==> config.mk <==
export PLATFORM = sky130hd
export DESIGN_NAME = alu_op_scheduler
export DESIGN_NICKNAME = d
export VERILOG_FILES = /design/src/rtl/alu_op_scheduler.sv
export SDC_FILE = /design/constraint.sdc
export NUM_CORES = 1
export LEC_CHECK = 0
export BUFFER_PORTS_ARGS = -buffer_cell sky130_fd_sc_hd__buf_2
export CAP_MARGIN = 20
export CORE_AREA = 2 2 91 93
export CTS_CLUSTER_DIAMETER = 120
export DETAILED_ROUTE_END_ITERATION = 8
export DIE_AREA = 0 0 93 95
export HOLD_SLACK_MARGIN = 0.03
export PLACE_DENSITY = 0.68
export SYNTH_ARGS = -nofsm -noshare
export SYNTH_HDL_FRONTEND = slang
export SYNTH_SLANG_ARGS = --single-unit
==> constraint.sdc <==
create_clock -name clk -period 1.6 [get_ports clk]
set_input_delay 0.08 -clock clk [delete_from_list [all_inputs] [get_ports clk]]
set_output_delay 0.08 -clock clk [all_outputs]
set_load 0.03 [all_outputs]
==> src/rtl/alu_op_scheduler.sv <==
// rtl/alu_op_scheduler.sv - two-requester round-robin ALU issue scheduler with in-order tag pipeline
// Optional build macro ALU_SCHED_OPISO_EN: hold ALU operands between issues instead of zeroing them.
module alu_op_scheduler #(
    parameter int LATENCY = 2,
    parameter int NREQ    = 2
) (
    input  logic                  clk,
    input  logic                  rst_n,
    input  logic                  sched_en,
    input  logic [NREQ-1:0]       req_valid,
    output logic [NREQ-1:0]       req_ready,
    input  logic [NREQ-1:0][15:0] req_a,
    input  logic [NREQ-1:0][15:0] req_b,
    input  logic [NREQ-1:0][3:0]  req_sel,
    input  logic [NREQ-1:0][3:0]  req_shamt,
    input  logic [NREQ-1:0]       req_cin,
    output logic [15:0]           alu_a,
    output logic [15:0]           alu_b,
    output logic [3:0]            alu_sel,
    output logic [3:0]            alu_shamt,
    output logic                  alu_cin,
    output logic                  alu_issue,
    input  logic [31:0]           alu_result,
    input  logic [15:0]           alu_rem,
    input  logic                  alu_carry,
    output logic                  rsp_valid,
    output logic                  rsp_id,
    output logic [31:0]           rsp_result,
    output logic [15:0]           rsp_rem,
    output logic                  rsp_carry,
    output logic                  rsp_err,
    output logic                  idle
);

    logic             prio_q, prio_d;
    logic             gnt_id;
    logic             accept;
    logic [15:0]      a_q, a_d, b_q, b_d;
    logic [3:0]       sel_q, sel_d, shamt_q, shamt_d;
    logic             cin_q, cin_d;
    logic [LATENCY:0] tv_q, tv_d, tid_q, tid_d, terr_q, terr_d;

    always_comb begin
        req_ready = '0;
        gnt_id    = 1'b0;
        if (rst_n && sched_en) begin
            if (req_valid[0] && req_valid[1]) begin
                gnt_id = prio_q;
            end else begin
                gnt_id = req_valid[1];
            end
            if (|req_valid) begin
                req_ready[gnt_id] = 1'b1;
            end
        end
    end

    assign accept = |(req_valid & req_ready);

    always_comb begin
`ifdef ALU_SCHED_OPISO_EN
        a_d     = a_q;
        b_d     = b_q;
        sel_d   = sel_q;
        shamt_d = shamt_q;
        cin_d   = cin_q;
`else
        a_d     = '0;
        b_d     = '0;
        sel_d   = '0;
        shamt_d = '0;
        cin_d   = 1'b0;
`endif
        prio_d  = prio_q;
        if (accept) begin
            a_d     = req_a[gnt_id];
            b_d     = req_b[gnt_id];
            sel_d   = req_sel[gnt_id];
            shamt_d = req_shamt[gnt_id];
            cin_d   = req_cin[gnt_id];
            prio_d  = ~gnt_id;
        end
    end

    // Stage 0 of the tag pipe is the issue cycle; the last stage lines up with the ALU result.
    always_comb begin
        tv_d   = {tv_q[LATENCY-1:0], accept};
        tid_d  = {tid_q[LATENCY-1:0], gnt_id};
        terr_d = {terr_q[LATENCY-1:0], (req_sel[gnt_id] >= 4'd10)};
    end

    always_ff @(posedge clk) begin
        if (!rst_n) begin
            prio_q  <= 1'b0;
            a_q     <= '0;
            b_q     <= '0;
            sel_q   <= '0;
            shamt_q <= '0;
            cin_q   <= 1'b0;
            tv_q    <= '0;
            tid_q   <= '0;
            terr_q  <= '0;
        end else begin
            prio_q  <= prio_d;
            a_q     <= a_d;
            b_q     <= b_d;
            sel_q   <= sel_d;
            shamt_q <= shamt_d;
            cin_q   <= cin_d;
            tv_q    <= tv_d;
            tid_q   <= tid_d;
            terr_q  <= terr_d;
        end
    end

    assign alu_a      = a_q;
    assign alu_b      = b_q;
    assign alu_sel    = sel_q;
    assign alu_shamt  = shamt_q;
    assign alu_cin    = cin_q;
    assign alu_issue  = tv_q[0];

    assign rsp_valid  = tv_q[LATENCY];
    assign rsp_id     = tid_q[LATENCY] & rsp_valid;
    assign rsp_err    = terr_q[LATENCY] & rsp_valid;
    assign rsp_result = rsp_valid ? alu_result : 32'd0;
    assign rsp_rem    = rsp_valid ? alu_rem : 16'd0;
    assign rsp_carry  = rsp_valid & alu_carry;

    assign idle = ~(|tv_q | |req_valid);

endmodule

==> out/summary.txt <==
Run status -> finished clean
Area taken by multi-input logic gates -> 1120 um2
Critical R2R Launch -> prio_q$_SDFFE_PN0P_
Sum of net half-perimeters after detailed placement -> 6.62 mm
Endpoint class of the critical path -> output pin
Die Ht -> 95 um
Critical Path RT -> 1.52 ns
DRC violation total after the first TritonRoute iteration -> 102
Crit-path max FO -> 2
Clock sink total -> 51
Detail Route Antenna Nets -> 0
Post-synth design cell area -> 2290 um2
Dpl cell area -> 3530 um2
Share of the synthesized area in the top cell type -> 44.6%
Number of nets in the synthesized netlist -> 415
Post-route cell area -> 3740 um2
Clock latency on the worst-skew pair -> 0.30 ns
Launching element type of the critical path -> flop
MaxCap Viol Count -> 0
Clock slew at the register clock pins of the worst setup and hold paths -> 0.10 ns
Final critical-path required period -> 1.48 ns
Width of the die -> 93 um
Share of synthesized area occupied by flip-flops and latches -> 44.6%
Pleak -> 0.00199 uW
Core Rows -> 33
Number of diodes added for antenna fixing -> 0
Worst reg-to-reg setup slack -> 0.41 ns
Capture point of the worst path -> idle
Synth unique cells -> 21
Launch point of the critical path -> tv_q[1]$_SDFF_PN0_
Clock Skew -> 0.00579 ns
Final Cycle Share -> 92.3%
Number of top-level pins -> 233
Total of warnings raised by yosys -> 0
Startpoint of the lowest-slack hold path -> req_a[14]
Number of H-tree levels -> 2
Fraction of layout cells with a size suffix above 1 -> 50.7%
Detailed-routing iteration count for the pre-antenna-repair pass -> 4
Port Buffers -> 232
Area growth, synth to finish -> 63.5%
Cells taking the most area after synthesis -> sky130_fd_sc_hd__dfxtp_1, sky130_fd_sc_hd__and2_1, sky130_fd_sc_hd__nor4_1
CTS tree -> yes
Fillers -> 814
R2r endpoint -> alu_b[1]$_SDFF_PN0_
Global route total overflow -> 0
Final setup TNS -> 0 ns
First-pass GRT wire length -> 12.8 mm
Final Setup Violations -> 0
Worst min-delay path class -> input port to flop
Cell type with the largest total area after synthesis -> sky130_fd_sc_hd__dfxtp_1
PnR Total Power -> 3070 uW
Mean number of vias per cell -> 4.75
Class of the most critical setup path -> flop to output pin
Peak ir drop on the vdd network -> 0.381 mV
Clock Tree Buf Depth -> 2
Vias in the first global route -> 2692
Largest net degree at the start of global routing -> 54
Final Wtd Congestion -> 0.843
Number of register bits inferred by synthesis -> 51
Initial antenna violation count -> 0
Max-slew headroom -> 74.4%
Drt total wl -> 8.70 mm
Gate count after technology mapping -> 279
Area of the core -> 7930 um2
Length in cells of the worst reg-to-reg path -> 4
Post-detailed-route DRC marker count -> 0
Arrival time reported for the critical path endpoint -> 1.40 ns
Initial standard-cell utilization of the core -> 28.9%
TritonCTS Buffers -> 5
Fmax -> 677 MHz
Pin slew with the least headroom to its limit -> 0.385 ns
Most frequent standard cell in the layout excluding fill and tap cells -> sky130_fd_sc_hd__buf_2
Floorplan die area -> 8840 um2
Final count of pins violating max slew -> 0
Via Count -> 2886
Mean instance size in the synthesized netlist -> 8.20 um2
Fin nets -> 638
Cell at the root of the clock tree -> sky130_fd_sc_hd__clkbuf_8
Setup repair after global routing missed its margin -> no
Reg area -> 1020 um2
Power per standard cell area -> 820 nW/um2
Final Hold Viols -> 0
Average wire length per cell after detail routing -> 14.3 um
Commonest non-fill, non-tap cells in the layout -> sky130_fd_sc_hd__buf_2, sky130_fd_sc_hd__and2_1, sky130_fd_sc_hd__dfxtp_1
Total routing resource utilization after global routing -> 18.3%
-- how the worst min path moves through the flow --
| stage | slack, ns | to | cells after the start |
|---|---|---|---|
| global route | 0.03 | alu_a[8]$_SDFF_PN0_ | 3 |
| global placement | 0.33 | alu_a[2]$_SDFF_PN0_ | 3 |
| CTS | 0.03 | alu_a[10]$_SDFF_PN0_ | 3 |
| finish | 0.03 | alu_a[14]$_SDFF_PN0_ | 3 |
| detailed placement | 0.35 | alu_a[1]$_SDFF_PN0_ | 3 |
| floorplan | 0.24 | alu_a[8]$_SDFF_PN0_ | 2 |
-- cell type report --
| cell class | instances | area share (%) |
|---|---|---|
| clock buffers | 5 | 1.84 |
| flip-flops and latches | 51 | 27.3 |
| well taps | 105 | 3.51 |
| repair buffers | 249 | 35.2 |
| inverters | 4 | 0.401 |
| clock inverters | 3 | 1.81 |
| multi-input cells | 191 | 29.9 |
-- kinds of logic after synthesis --
| logic type | synth area share, % |
|---|---|
| AO/OA/AOI/OAI | 12.1 |
| buffers and inverters | 6.89 |
| flip-flops | 44.6 |
| multiplexers | 0.437 |
| AND/OR/NAND/NOR | 36.0 |
-- metal layers --
layer	vias up	part of all wire, %	routed length, um	GRT usage (%)
met2	162	50	4350	32.5
met3	17	9.9	865	6.07
met1	1269	38	3340	20.5
met4	0	1.7	146	6.37
li1	1438	-	-	-
met5	-	0	0	0
-- state kept, by name, summed over array words and instances (netlist names) --
name,cells
alu_a,16
alu_b,16
alu_cin,1
alu_sel,4
alu_shamt,4
prio_q,1
terr_q,3
tid_q,3
tv_q,3
-- cells in the mapped netlist --
| library cell | instances |
|---|---|
| sky130_fd_sc_hd__a21oi_1 | 42 |
| sky130_fd_sc_hd__and2_1 | 57 |
| sky130_fd_sc_hd__buf_2 | 9 |
| sky130_fd_sc_hd__buf_4 | 2 |
| sky130_fd_sc_hd__clkbuf_1 | 22 |
| sky130_fd_sc_hd__dfxtp_1 | 51 |
| sky130_fd_sc_hd__inv_1 | 2 |
| sky130_fd_sc_hd__inv_2 | 2 |
| sky130_fd_sc_hd__mux2i_1 | 1 |
| sky130_fd_sc_hd__nand2b_1 | 1 |
| sky130_fd_sc_hd__nand3_1 | 4 |
| sky130_fd_sc_hd__nand4_1 | 1 |
| sky130_fd_sc_hd__nor2_1 | 1 |
| sky130_fd_sc_hd__nor2b_1 | 1 |
| sky130_fd_sc_hd__nor3_1 | 37 |
| sky130_fd_sc_hd__nor4_1 | 37 |
| sky130_fd_sc_hd__o211a_1 | 1 |
| sky130_fd_sc_hd__o211ai_1 | 2 |
| sky130_fd_sc_hd__o211ai_4 | 1 |
| sky130_fd_sc_hd__o21ai_0 | 4 |
| sky130_fd_sc_hd__or4_1 | 1 |
-- power by group --
group / internal (uW) / leakage [uW] / switching (uW)
Combinational: 262 / 0.00151 / 398
Sequential: 1330 / 0.000418 / 14.8
Clock: 624 / 0.0000644 / 443
-- critical path, stage by stage (launching register included) --
cell and delay (ns):
sky130_fd_sc_hd__dfxtp_1 0.31, sky130_fd_sc_hd__or4_1 0.47, sky130_fd_sc_hd__nor2_1 0.11, sky130_fd_sc_hd__buf_2 0.21
-- stage by stage --
step / instances / worst slack [ns] / util [%] / hold slack (ns)
2_1_floorplan: 279 / 0.240 / - / 0.242
3_3_place_gp: 593 / 0.327 / 44.5 / 0.334
3_5_place_dp: 593 / 0.203 / 44.5 / 0.348
4_1_cts: 606 / 0.102 / 46.9 / 0.0310
5_1_grt: 608 / 0.0486 / 47.2 / 0.0313
6_report: 608 / 0.123 / 47.2 / 0.0314
-- timing repair --
action                     in CTS  in global routing
setup endpoints to repair       1                  1
hold endpoints to repair        5                  2
buffers inserted                0                  0
resized for setup               1                  1
hold buffers                    5                  2
gates cloned                    0                  0
Note: power is estimated with default switching activity, not from simulation.
